--- config.mk ---
export PLATFORM = sky130hd
export DESIGN_NAME = spike_rate_encoder
export DESIGN_NICKNAME = d
export VERILOG_FILES = /design/src/rtl/spike_enc_pkg.sv /design/src/rtl/phase_accumulator.sv /design/src/rtl/spike_rate_encoder.sv
export SDC_FILE = /design/constraint.sdc
export NUM_CORES = 1
export LEC_CHECK = 0
export BUFFER_PORTS_ARGS = -buffer_cell sky130_fd_sc_hd__buf_4
export CORE_MARGIN = 3
export CORE_UTILIZATION = 45
export DETAILED_ROUTE_END_ITERATION = 16
export PLACE_DENSITY = 0.66
export SLEW_MARGIN = 20
export SYNTH_ARGS = -nofsm -noshare
export SYNTH_HDL_FRONTEND = slang
export SYNTH_SLANG_ARGS = --single-unit
--- constraint.sdc ---
create_clock -name clk -period 2.7 [get_ports clk]
set_input_delay 0.405 -clock clk [delete_from_list [all_inputs] [get_ports clk]]
set_output_delay 0.405 -clock clk [all_outputs]
set_load 0.01 [all_outputs]
--- src/rtl/spike_enc_pkg.sv ---
// Shared types and constants for the spike rate encoder: FSM state encoding,
// default accumulator width and the saturating spike counter helper.
package spike_enc_pkg;

  localparam int RATE_W_DEF = 8;
  localparam int CNT_W      = 8;
  localparam int BURST_W    = 4;

  typedef enum logic [1:0] {
    ST_IDLE = 2'd0,
    ST_RUN  = 2'd1,
    ST_DONE = 2'd2
  } state_e;

  function automatic logic [CNT_W-1:0] sat_inc(input logic [CNT_W-1:0] v);
    return (v == {CNT_W{1'b1}}) ? v : v + 1'b1;
  endfunction

endpackage

--- src/rtl/phase_accumulator.sv ---
// Phase accumulator datapath: acc register plus adder; carry out of the adder
// marks a phase wrap and is what the encoder turns into a spike.
module phase_accumulator #(
  parameter int RATE_W = 8
) (
  input  logic              clk,
  input  logic              rst_n,
  input  logic              clr,
  input  logic              en,
  input  logic [RATE_W-1:0] rate,
  output logic              carry
);

  logic [RATE_W-1:0] acc_q;
  logic [RATE_W-1:0] acc_d;
  logic [RATE_W:0]   sum;

  always_comb begin
    sum   = {1'b0, acc_q} + {1'b0, rate};
    acc_d = acc_q;
    if (clr) begin
      acc_d = '0;
    end else if (en) begin
      acc_d = sum[RATE_W-1:0];
    end
  end

  // Combinational carry; the caller only samples it on edges where en is high.
  assign carry = sum[RATE_W];

  always_ff @(posedge clk or negedge rst_n) begin
    if (!rst_n) begin
      acc_q <= '0;
    end else begin
      acc_q <= acc_d;
    end
  end

endmodule

--- src/rtl/spike_rate_encoder.sv ---
// Rate-coded spike generator: IDLE/RUN/DONE control around a phase accumulator,
// with a rate config handshake, optional burst length and saturating spike count.
module spike_rate_encoder
  import spike_enc_pkg::*;
#(
  parameter int RATE_W = RATE_W_DEF
) (
  input  logic               clk,
  input  logic               rst_n,
  input  logic               ena,
  input  logic [RATE_W-1:0]  cfg_rate,
  input  logic               cfg_valid,
  output logic               cfg_ready,
  input  logic [BURST_W-1:0] burst_len,
  input  logic               start,
  input  logic               stop,
  output logic               spike_out,
  output logic               busy,
  output logic               done,
  output logic [CNT_W-1:0]   spike_cnt,
  output state_e             dbg_state
);

  state_e             state_q, state_d;
  logic [RATE_W-1:0]  rate_q, rate_d;
  logic [CNT_W-1:0]   cnt_q, cnt_d;
  logic [BURST_W-1:0] burst_q, burst_d;
  logic               spike_q, spike_d;
  logic               acc_clr;
  logic               acc_en;
  logic               carry;
  logic               cfg_ready_c;
  logic [CNT_W-1:0]   cnt_inc;

  phase_accumulator #(.RATE_W(RATE_W)) u_acc (
    .clk   (clk),
    .rst_n (rst_n),
    .clr   (acc_clr),
    .en    (acc_en),
    .rate  (rate_q),
    .carry (carry)
  );

  // Config handshake: rate_reg loads on any enabled edge with cfg_valid && cfg_ready;
  // a running burst locks the rate so its spike timing stays fixed.
  always_comb begin
    state_d     = state_q;
    rate_d      = rate_q;
    cnt_d       = cnt_q;
    burst_d     = burst_q;
    spike_d     = 1'b0;
    acc_clr     = 1'b0;
    acc_en      = 1'b0;
    cnt_inc     = sat_inc(cnt_q);
    cfg_ready_c = !((state_q == ST_RUN) && (burst_q != '0));

    if (ena) begin
      if (cfg_valid && cfg_ready_c) begin
        rate_d = cfg_rate;
      end
      case (state_q)
        ST_IDLE: begin
          if (start && !stop) begin
            state_d = ST_RUN;
            acc_clr = 1'b1;
            cnt_d   = '0;
            burst_d = burst_len;
          end
        end
        ST_RUN: begin
          if (stop) begin
            state_d = ST_IDLE;
          end else begin
            acc_en  = 1'b1;
            spike_d = carry;
            if (carry) begin
              cnt_d = cnt_inc;
              if ((burst_q != '0) &&
                  (cnt_inc == {{(CNT_W-BURST_W){1'b0}}, burst_q})) begin
                state_d = ST_DONE;
              end
            end
          end
        end
        ST_DONE: begin
          state_d = ST_IDLE;
        end
        default: begin
          state_d = ST_IDLE;
        end
      endcase
    end
  end

  always_ff @(posedge clk or negedge rst_n) begin
    if (!rst_n) begin
      state_q <= ST_IDLE;
      rate_q  <= '0;
      cnt_q   <= '0;
      burst_q <= '0;
      spike_q <= 1'b0;
    end else begin
      state_q <= state_d;
      rate_q  <= rate_d;
      cnt_q   <= cnt_d;
      burst_q <= burst_d;
      spike_q <= spike_d;
    end
  end

  assign cfg_ready = cfg_ready_c;
  assign spike_out = spike_q;
  assign busy      = (state_q == ST_RUN);
  assign done      = (state_q == ST_DONE);
  assign spike_cnt = cnt_q;
  assign dbg_state = state_q;

endmodule

=== Yosys cells after proc, flatten, opt, wreduce, memory -nomap -nowiden ===
Cells that the tools add are included.

* Flip-flop bits (word level): 31
* Bits of input ports: 18
* Output and inout bits: 14
* Word-level logic and storage cells: 52

* Add/subtract/negate cells: 2
* Eq/ne operators: 9
* Muxes and demuxes: 21
* Reductions and logical operators: 14

{| class="wikitable"
|+ Operators with widths
! kind !! number
|-
| two-way mux 8 bit || 6
|-
| one-hot mux 8 bit (2 select lines) || 1
|-
| adder 8 x 8 -> 9 bit || 1
|-
| two-way mux 1 bit || 9
|-
| adder 8 x 1 -> 8 bit (second input constant) || 1
|-
| == test 8 x 4 -> 1 bit || 1
|-
| == test 8 bit (second input constant) || 1
|-
| two-way mux 2 bit || 4
|-
| != test 3 x 2 -> 1 bit (second input constant) || 2
|-
| AND reduction 5 bit || 1
|-
| logical AND 1 bit || 4
|-
| != test 2 bit (second input constant) || 2
|-
| one-hot mux 2 bit (2 select lines) || 1
|-
| AND reduction 4 bit || 1
|-
| nonzero test 2 bit || 2
|-
| nonzero test 4 bit || 1
|-
| AND reduction 3 bit || 1
|-
| == test 2 x 1 -> 1 bit (second input constant) || 1
|-
| == test 2 bit (second input constant) || 1
|-
| zero test 1 bit || 2
|-
| zero test 2 bit || 1
|-
| != test 2 x 1 -> 1 bit (second input constant) || 1
|-
| AND reduction 2 bit || 1
|}

=== Logic depth before layout (Yosys ltp) ===
Gate-level depths: netlist of run 1.

* Depth after elaboration: 8
* Gate-level depth with buffers: 9
* Mapped depth without buffers: 9

=== By module ===
A second synthesis of run 1 with hierarchy kept.

* Cell total of the unflattened synthesis: 200
* Area total of the unflattened synthesis: 2040.7 um2

{| class="wikitable"
|+ By module, submodules not included
! module !! times used !! cells an instance !! area each (um2) !! sequential area each (um2)
|-
| spike_rate_encoder || 1 || 123 || 1345.0 || 575.6
|-
| phase_accumulator || 1 || 77 || 695.7 || 200.2
|}

=== Worst setup path before layout of run 1 ===
Ideal clock, no wire load.

* Path kind: reg-to-reg
* Start point: register cnt_q[0], in the netlist spike_cnt[0]
* End point: register state_q[0], in the netlist dbg_state[0]
* Setup time: 0.124 ns
* Arrival: 2.126 ns
* Required time: 2.576 ns
* Slack: 0.450 ns
* Cell stages (with the launch flop): 8
* Buffers on the path: 0
* Clock period less this slack: 2.250 ns
* Path through: dfrtp_1 ha_1 nand3_1 nor2_2 mux2i_1 xnor2_1 or4_4 o31a_1

* Longest elaborated chain between the ends: 6
* Elaborated cells between the ends (all ways): 7
* Those cells by class: add/sub: 1; eq/ne: 3; mux: 1; reduce/logical: 2

{| class="wikitable"
|+ RTL lines
! what !! RTL line !! RTL
|-
| from (decl) || spike_rate_encoder.sv:26 || <nowiki>logic [CNT_W-1:0] cnt_q, cnt_d;</nowiki>
|-
| from (signal assigned) || spike_rate_encoder.sv:105 || <nowiki>cnt_q <= cnt_d;</nowiki>
|-
| adder 8 x 1 -> 8 bit / == test 8 bit (equally long branches) || spike_enc_pkg.sv:16 || <nowiki>return (v == {CNT_W{1'b1}}) ? v : v + 1'b1;</nowiki>
|-
| two-way mux 8 bit (*) || spike_enc_pkg.sv:16 ||
|-
| == test 8 x 4 -> 1 bit (*) || spike_rate_encoder.sv:79 || <nowiki>(cnt_inc == {{(CNT_W-BURST_W){1'b0}}, burst_q})) begin</nowiki>
|-
| logical AND 1 bit (*) || spike_rate_encoder.sv:78 || <nowiki>if ((burst_q != '0) &&</nowiki>
|-
| != test 3 x 2 -> 1 bit (no source line) (*) || -- ||
|-
| AND reduction 4 bit (no source line) (*) || -- ||
|-
| to (signal assigned) || spike_rate_encoder.sv:103 || <nowiki>state_q <= state_d;</nowiki>
|-
| to (decl) || spike_rate_encoder.sv:24 || <nowiki>state_e state_q, state_d;</nowiki>
|}

Every way passes the cells marked *; elsewhere a longest branch is shown, timed or not.
A chain may end at the register's enable or synchronous reset.

=== Worst setup path after layout of run 1 ===
Same ends and word-level chain as after synthesis.

==> results of run 1 <==
==> synth_stat cells, types with 2 or more instances <==
library cell,number
a21oi_1,16
a22o_1,2
a31o_2,3
a31oi_1,6
and3_1,6
buf_2,2
buf_6,2
clkbuf_1,2
dfrtp_1,31
ha_1,9
inv_1,9
mux2_2,12
nand2_1,12
nand3_1,5
nand4_1,4
nor2_1,10
nor2b_1,2
nor3_1,3
nor3b_1,3
o21a_1,3
o21ai_0,13
or3_1,3
xnor2_1,6
xor2_1,3
==> timing repair <==
| action | CTS | global route |
|---|---|---|
| buffers inserted | 0 | 0 |
| endpoints found under the setup margin | 0 | 1 |
| resized for setup | 0 | 1 |
==> worst register-to-register path, stage by stage, from the launching register on <==
cell and delay (ns):
dfrtp_1 0.49, ha_2 0.29, nand3_1 0.12, nor2_2 0.26
mux2i_1 0.24, xnor2_1 0.08, or4_4 0.52, o31a_1 0.29
==> state kept, by name, indices dropped and copies added (netlist names) <==
signal and flops:
spike_out 1, rate_q 8, burst_q 4, dbg_state 2, spike_cnt 8, u_acc.acc_q 8
==> power by group through the flow <==
stage / Clock (W) / Combinational, W / Sequential (W)
floorplan: 0 / 0.000552 / 0.000644
global placement: 0 / 0.000705 / 0.000655
detailed placement: 0 / 0.000720 / 0.000663
CTS: 0.000339 / 0.000727 / 0.000655
global route: 0.000359 / 0.000829 / 0.000668
finish: 0.000334 / 0.000725 / 0.000654
==> metrics by stage <==
step / setup slack, ns / cell area [µm²] / instances / utilization / total power (W)
2_1_floorplan: 0.450 / 1890 / 193 / - / 0.00120
3_3_place_gp: 0.253 / 2160 / 268 / 0.561 / 0.00136
3_5_place_dp: 0.235 / 2160 / 268 / 0.561 / 0.00138
4_1_cts: 0.221 / 2240 / 274 / 0.580 / 0.00172
5_1_grt: 0.0607 / 2240 / 274 / 0.581 / 0.00186
6_report: 0.285 / 2240 / 274 / 0.581 / 0.00171
==> logic make-up (layout without fill, tap and decap cells) <==
logic type | count (synthesis) | after routing
buf+inv | 16 | 49
simple gates | 58 | 58
mux | 13 | 13
compound gates | 56 | 56
fa+ha+maj | 10 | 10
flops | 31 | 31
xor+xnor | 9 | 9
==> path summary, 6_finish.rpt <==
check / endpoint / startpoint / slack (ns) / cells after the start
min in group clk: rate_q[1] / cfg_rate[1] / 0.34 / 3
max in group asynchronous: spike_out / rst_n / 2.37 / 1
hold / removal: u_acc.acc_q[3] / rst_n / 0.04 / 1
hold reg to reg: u_acc.acc_q[2] / u_acc.acc_q[2] / 0.50 / 2
setup reg to reg: dbg_state[0] / spike_cnt[0] / 0.29 / 7
setup / recovery: dbg_state[0] / spike_cnt[0] / 0.29 / 7
==> layout make-up <==
| type | instances | share of cell area |
|---|---|---|
| Sequential cell | 31 | 0.347 |
| Timing Repair Buffer | 34 | 0.114 |
| Inverter | 9 | 0.0151 |
| Clock buffer | 6 | 0.0324 |
| Tap cell | 48 | 0.0268 |
| Multi-Input combinational cell | 146 | 0.465 |
==> routing by layer <==
layer  vias up  wire (µm)  track usage
met5         -          0            0
met3         6        252       0.0369
li1        783          -            -
met2        57       1930        0.270
met1       758       1960        0.248
met4         0         59       0.0731
==> run metrics, run 1 <==
footprint of the multi-input gates=1040 µm²; total die area=about 5000 µm²; Antenna diodes=0; P_leak=around 1.0 nW; # DRC=0; # fillers=347; Ports=32; worst path cell trace=ha_2 > nand3_1 > nor2_2 > mux2i_1 > xnor2_1 > or4_4 > o31a_1; worst-margin pin slew=around 0.53 ns; CTS Root Cell=clkbuf_8; Hold Buf Count CTS=0; Via Count=~1600; Startpoint Class=flip-flop; commonest non-fill, non-tap cell in the layout=buf_4; most frequent cells in the layout=buf_4 (34), dfrtp_1 (31), a21oi_1 (16), o21ai_0 (13); ranking of synthesized cells by area=dfrtp_1 (41%), mux2_2 (7.1%), ha_1 (5.9%), a21oi_1 (4.2%), o21ai_0 (3.4%); worst relative slew slack=0.644; worst skew pair latency=approximately 0.28 ns; post-synthesis adder-cell area fraction=0.0701; top_reg_cell synth=dfrtp_1; vias per cell=about 6; Setup Skew=slightly below 0.005 ns; Port Buffer Count=31; CP bufs+invs=0; Avg Cell Area, Syn=about 9.8 µm²; CTS tree=yes; post-route ant nets=0; Synth Net Count=between 200 and 250; Async SR Flop Fraction=1.00; CTS Buf Count=5; post-synth top area share=0.410; post-DP HPWL=3130 µm; area grow syn2layout=18.2%; final worst-path cycle share=0.894; flops & latches, synth=31; Max Root-Sink Buffers=2; RD Place Congestion=between 0.8 and 0.9; Reg clk slew, reported paths=approximately 0.06 ns; WP data arrival=2.58 ns; register area=slightly below 800 µm²; mux contribution to synthesized area=0.0767; Max-Cap Viols=0; die width=between 70 and 80 µm; xor/xnor share of the synthesized area=0.0416; Mapped Area=1890 µm²; WL/cell=~15 µm; switching share of power=0.359; CP delay by family, top=simple AND/OR/NAND/NOR gates; Power Density=about 770 nW/µm²; Post-layout nets=roughly 260; antenna violations before repair=0; row count=22; internal power=about 0.0011 W; number of synthesized flops with an enable pin=0; post-synthesis compound-gate area fraction=0.190; RSZ-0062 raised after global routing=no; Synth area leader=dfrtp_1; Hold Path Class=primary input to asynchronous set/reset pin; Worst Path Max Fanout=7; sequential fraction of the synthesis area=0.410; vias in the first global route=roughly 1500; Post-Synth Simple-Gate Area=0.171; Seq pwr share=0.382; largest net degree at the start of global routing=32; htree depth=2; core area=~3900 µm²; Yosys Warn Count=0; DR iter-0 viols=roughly 120; Overflow after GRT=0; Initial Util=0.491; Synth cell types=50; GRT Overall Usage=0.178; Crit-path slowest cell=or4_4; Cells after Synth=~190; Tmin final=2.41 ns; DRT Wirelength=between 4000 and 5000 µm; clock network fraction of total power=0.195; Max VDD drop=366 µV; setup TNS=0 ns; status=completed; critical path type=flip-flop to flip-flop; combinational power share=0.423; Hold Slack=between 0.04 and 0.05 ns; Max Slew Vio Count=0; Hold Vio Cnt, Final=0; final setup vio count=0; largest family of logic cells by synthesized area=compound AO/OA/AOI/OAI gates; Achievable Freq=between 400 and 500 MHz; # clock sinks=31; first-pass GRT wire length=between 7000 and 8000 µm; fraction of layout cells with a size suffix above 1=0.274; CP peak stage delay=approximately 0.52 ns; Detailed Routing Iterations Pass 1=4; WP data required=around 2.9 ns; Crit. End Element=flip-flop; Die Y=between 70 and 80 µm; P_sw=a little over 0.0006 W
(Power assumes the default switching activity.)
==> run 2, diff against run 1 <==
--- a/config.mk
+++ b/config.mk
@@ -5,11 +5,13 @@
 export SDC_FILE = /design/constraint.sdc
 export NUM_CORES = 1
 export LEC_CHECK = 0
+export ABC_AREA = 1
 export BUFFER_PORTS_ARGS = -buffer_cell sky130_fd_sc_hd__buf_4
 export CORE_MARGIN = 3
 export CORE_UTILIZATION = 45
 export DETAILED_ROUTE_END_ITERATION = 16
 export PLACE_DENSITY = 0.66
+export RECOVER_POWER = 25
 export SLEW_MARGIN = 20
 export SYNTH_ARGS = -nofsm -noshare
 export SYNTH_HDL_FRONTEND = slang
==> run metrics, run 2 <==
status=finished, violations left; failing checks=capacitance limit, slew limit; Register-to-Register Path Depth=10 (+3); # DRC=0 (unchanged); Hold Path Class=primary input to flip-flop; most frequent cells in the layout=nand2_1 (53), dfrtp_1 (31), buf_4 (31), nand3_1 (30), inv_1 (25); RSZ-0062 raised after global routing=no; largest net degree at the start of global routing=32 (unchanged); Post-layout nets=309 (+21%); Critical R2R Launch=rate_q[0]; row count=23 (+4.5%); setup TNS=0 ns (unchanged); worst-margin pin slew=1.64 ns (+1.10 ns); r2r setup slk=0.67 ns (+0.38 ns); worst relative slew slack=-0.0920 (-0.736); worst setup margin=0.668 ns (+0.383 ns); total die area=5180 µm² (+3.1%); Max-Cap Viols=1 (+1); antenna violations before repair=0 (unchanged); Die Y=71.9 µm (+1.5%); Hold Vio Cnt, Final=0 (unchanged); final setup vio count=0 (unchanged); WP data arrival=2.25 ns (-0.33 ns); DRT Wirelength=4120 µm (-2.0%); worst skew pair latency=0.29 ns (about the same); critical path type=flip-flop to flip-flop; Synth Net Count=272 (+23%); DR iter-0 viols=71 (-39%); Startpoint Class=flip-flop; Initial Util=0.479 (-0.0124); Yosys Warn Count=0 (unchanged); Hold Buf Count CTS=0 (unchanged); number of synthesized flops with an enable pin=0 (unchanged); hold endpoint=rate_q[0]; CTS Buf Count=5 (unchanged); Reg clk slew, reported paths=0.07 ns (about the same); area grow syn2layout=20.8%; Async SR Flop Fraction=1.00 (unchanged); Port Buffer Count=31 (unchanged); Tmin final=2.03 ns (-0.383 ns); final worst-path cycle share=0.752 (-0.142); CTS Root Cell=clkbuf_8; DP Worst Slack=0.665 ns (+0.430 ns); Mapped Area=1960 µm² (+3.4%); htree depth=2 (unchanged); Max Slew Vio Count=32 (+32); Avg Cell Area, Syn=8.02 µm² (-18%); post-synth top area share=0.396 (-0.0134); first-pass GRT wire length=7360 µm (+2.2%); Worst Path Max Fanout=10 (+3); core area=4090 µm² (+6.0%); sequential fraction of the synthesis area=0.396 (-0.0134); flops & latches, synth=31 (unchanged); Detailed Routing Iterations Pass 1=4 (unchanged); Ports=32 (unchanged); top_reg_cell synth=dfrtp_1; Overflow after GRT=0 (unchanged); most numerous cell in the Yosys netlist=nand2_1; ranking of synthesized cells by area=dfrtp_1 (40%), nand2_1 (10%), nand3_1 (7.7%), ha_1 (5.8%), inv_1 (4.8%); synth cell count leaders=nand2_1 (53), dfrtp_1 (31), nand3_1 (30); GRT Overall Usage=0.181 (+0.00326); hold path depth=2; post_cts resized=0 (unchanged); Crit. End Element=flip-flop; Via Count=1747 (+8.9%); WP data required=2.92 ns (+0.06 ns); Antenna diodes=0 (unchanged); post-route ant nets=0 (unchanged); Synth area leader=dfrtp_1; WL/cell=12.4 µm (-19%); Cells after Synth=244 (+26%); RD Place Congestion=0.870 (+1.5%); vias per cell=5.26 (-10%); Power Density=1020 nW/µm² (+33%); commonest non-fill, non-tap cell in the layout=nand2_1; Setup Skew=0.0110 ns (+0.00612 ns); Max Root-Sink Buffers=2 (unchanged); CTS tree=yes; # clock sinks=31 (unchanged); RR Endpoint=spike_cnt[0]; P_leak=1.21 nW (+19%); post-DP HPWL=3100 µm (-0.98%); worst hold start=cfg_rate[0]; Max VDD drop=627 µV (+72%); die width=71.9 µm (+1.5%); vias in the first global route=1732 (+14%); number of post-CTS setup repair buffers=0 (unchanged); Synth cell types=33 (-34%); Achievable Freq=492 MHz (+19%); fraction of layout cells with a size suffix above 1=0.230 (-0.0438)
run 2: cell types whose count changed after synthesis, sizes merged, moves of 4 or more:
| cell | change |
|---|---|
| a31oi | -4 |
| and3 | -6 |
| inv | +24 |
| mux2 | -5 |
| nand2 | +45 |
| nand3 | +25 |
| nor2 | +15 |
| xnor2 | -5 |
run 2: worst max-delay path, stage by stage, from the launching register on:
cell,delay [ns]
dfrtp_1,0.35
ha_1,0.17
inv_1,0.05
fa_1,0.40
o21ai_1,0.24
nand4_1,0.20
nand3_1,0.18
nand2_4,0.11
clkinv_4,0.10
nand4_1,0.08
o21ai_1,0.08
run 2: cells by family (layout without fill, tap and decap cells):
| kind of cell | Yosys count | in the layout | synth area share |
|---|---|---|---|
| compound gates | 38 | 38 | 0.118 |
| xor+xnor | 3 | 3 | 0.0134 |
| fa+ha+maj | 10 | 10 | 0.0678 |
| buf+inv | 36 | 74 | 0.0735 |
| flops | 31 | 31 | 0.396 |
| mux | 7 | 7 | 0.0403 |
| simple gates | 119 | 119 | 0.290 |
run 2: layout make-up:
| type | count | area [µm²] |
|---|---|---|
| fillers | 382 | 1720 |
| multi-input cells | 177 | 1040 |
| flip-flops and latches | 31 | 776 |
| repair buffers | 32 | 236 |
| inverters | 34 | 135 |
| clock buffers | 6 | 82.6 |
| well taps | 50 | 62.6 |
| clock inverters | 2 | 35.0 |
run 2: through the flow:
step	power [W]	util	std cells	hold slack (ns)	area, µm²
global route	0.00264	0.579	332	0.323	2360
finish	0.00241	0.579	332	0.326	2360
floorplan	0.00161	-	244	0.109	1960
detailed placement	0.00194	0.551	324	0.366	2250
global placement	0.00192	0.551	324	0.368	2250
CTS	0.00243	0.580	332	0.0499	2370
run 2: layer usage:
metal,GRT usage,vias to the layer above,share of wire
met1,0.204,819,0.43
met2,0.322,33,0.51
met4,0.0731,0,0.020
li1,-,887,-
met5,0,-,0
met3,0.0512,8,0.038
run 2: power breakdown:
group / internal, W / switching, W
clock network: 0.000299 / 0.000185
registers: 0.000638 / 0.000137
logic: 0.000467 / 0.000685
run 2: how the worst max path moves through the flow:
| stage | from | end | slack [ns] | depth (start not counted) |
|---|---|---|---|---|
| 2_1_floorplan | rate_q[0] | dbg_state[0] | 0.90 | 11 |
| 3_3_place_gp | rate_q[0] | spike_cnt[1] | 0.69 | 10 |
| 3_5_place_dp | u_acc.acc_q[0] | spike_cnt[0] | 0.67 | 10 |
| 4_1_cts | rate_q[0] | spike_cnt[0] | 0.63 | 10 |
| 5_1_grt | rate_q[0] | dbg_state[0] | 0.45 | 11 |
| 6_report | rate_q[0] | spike_cnt[0] | 0.67 | 10 |
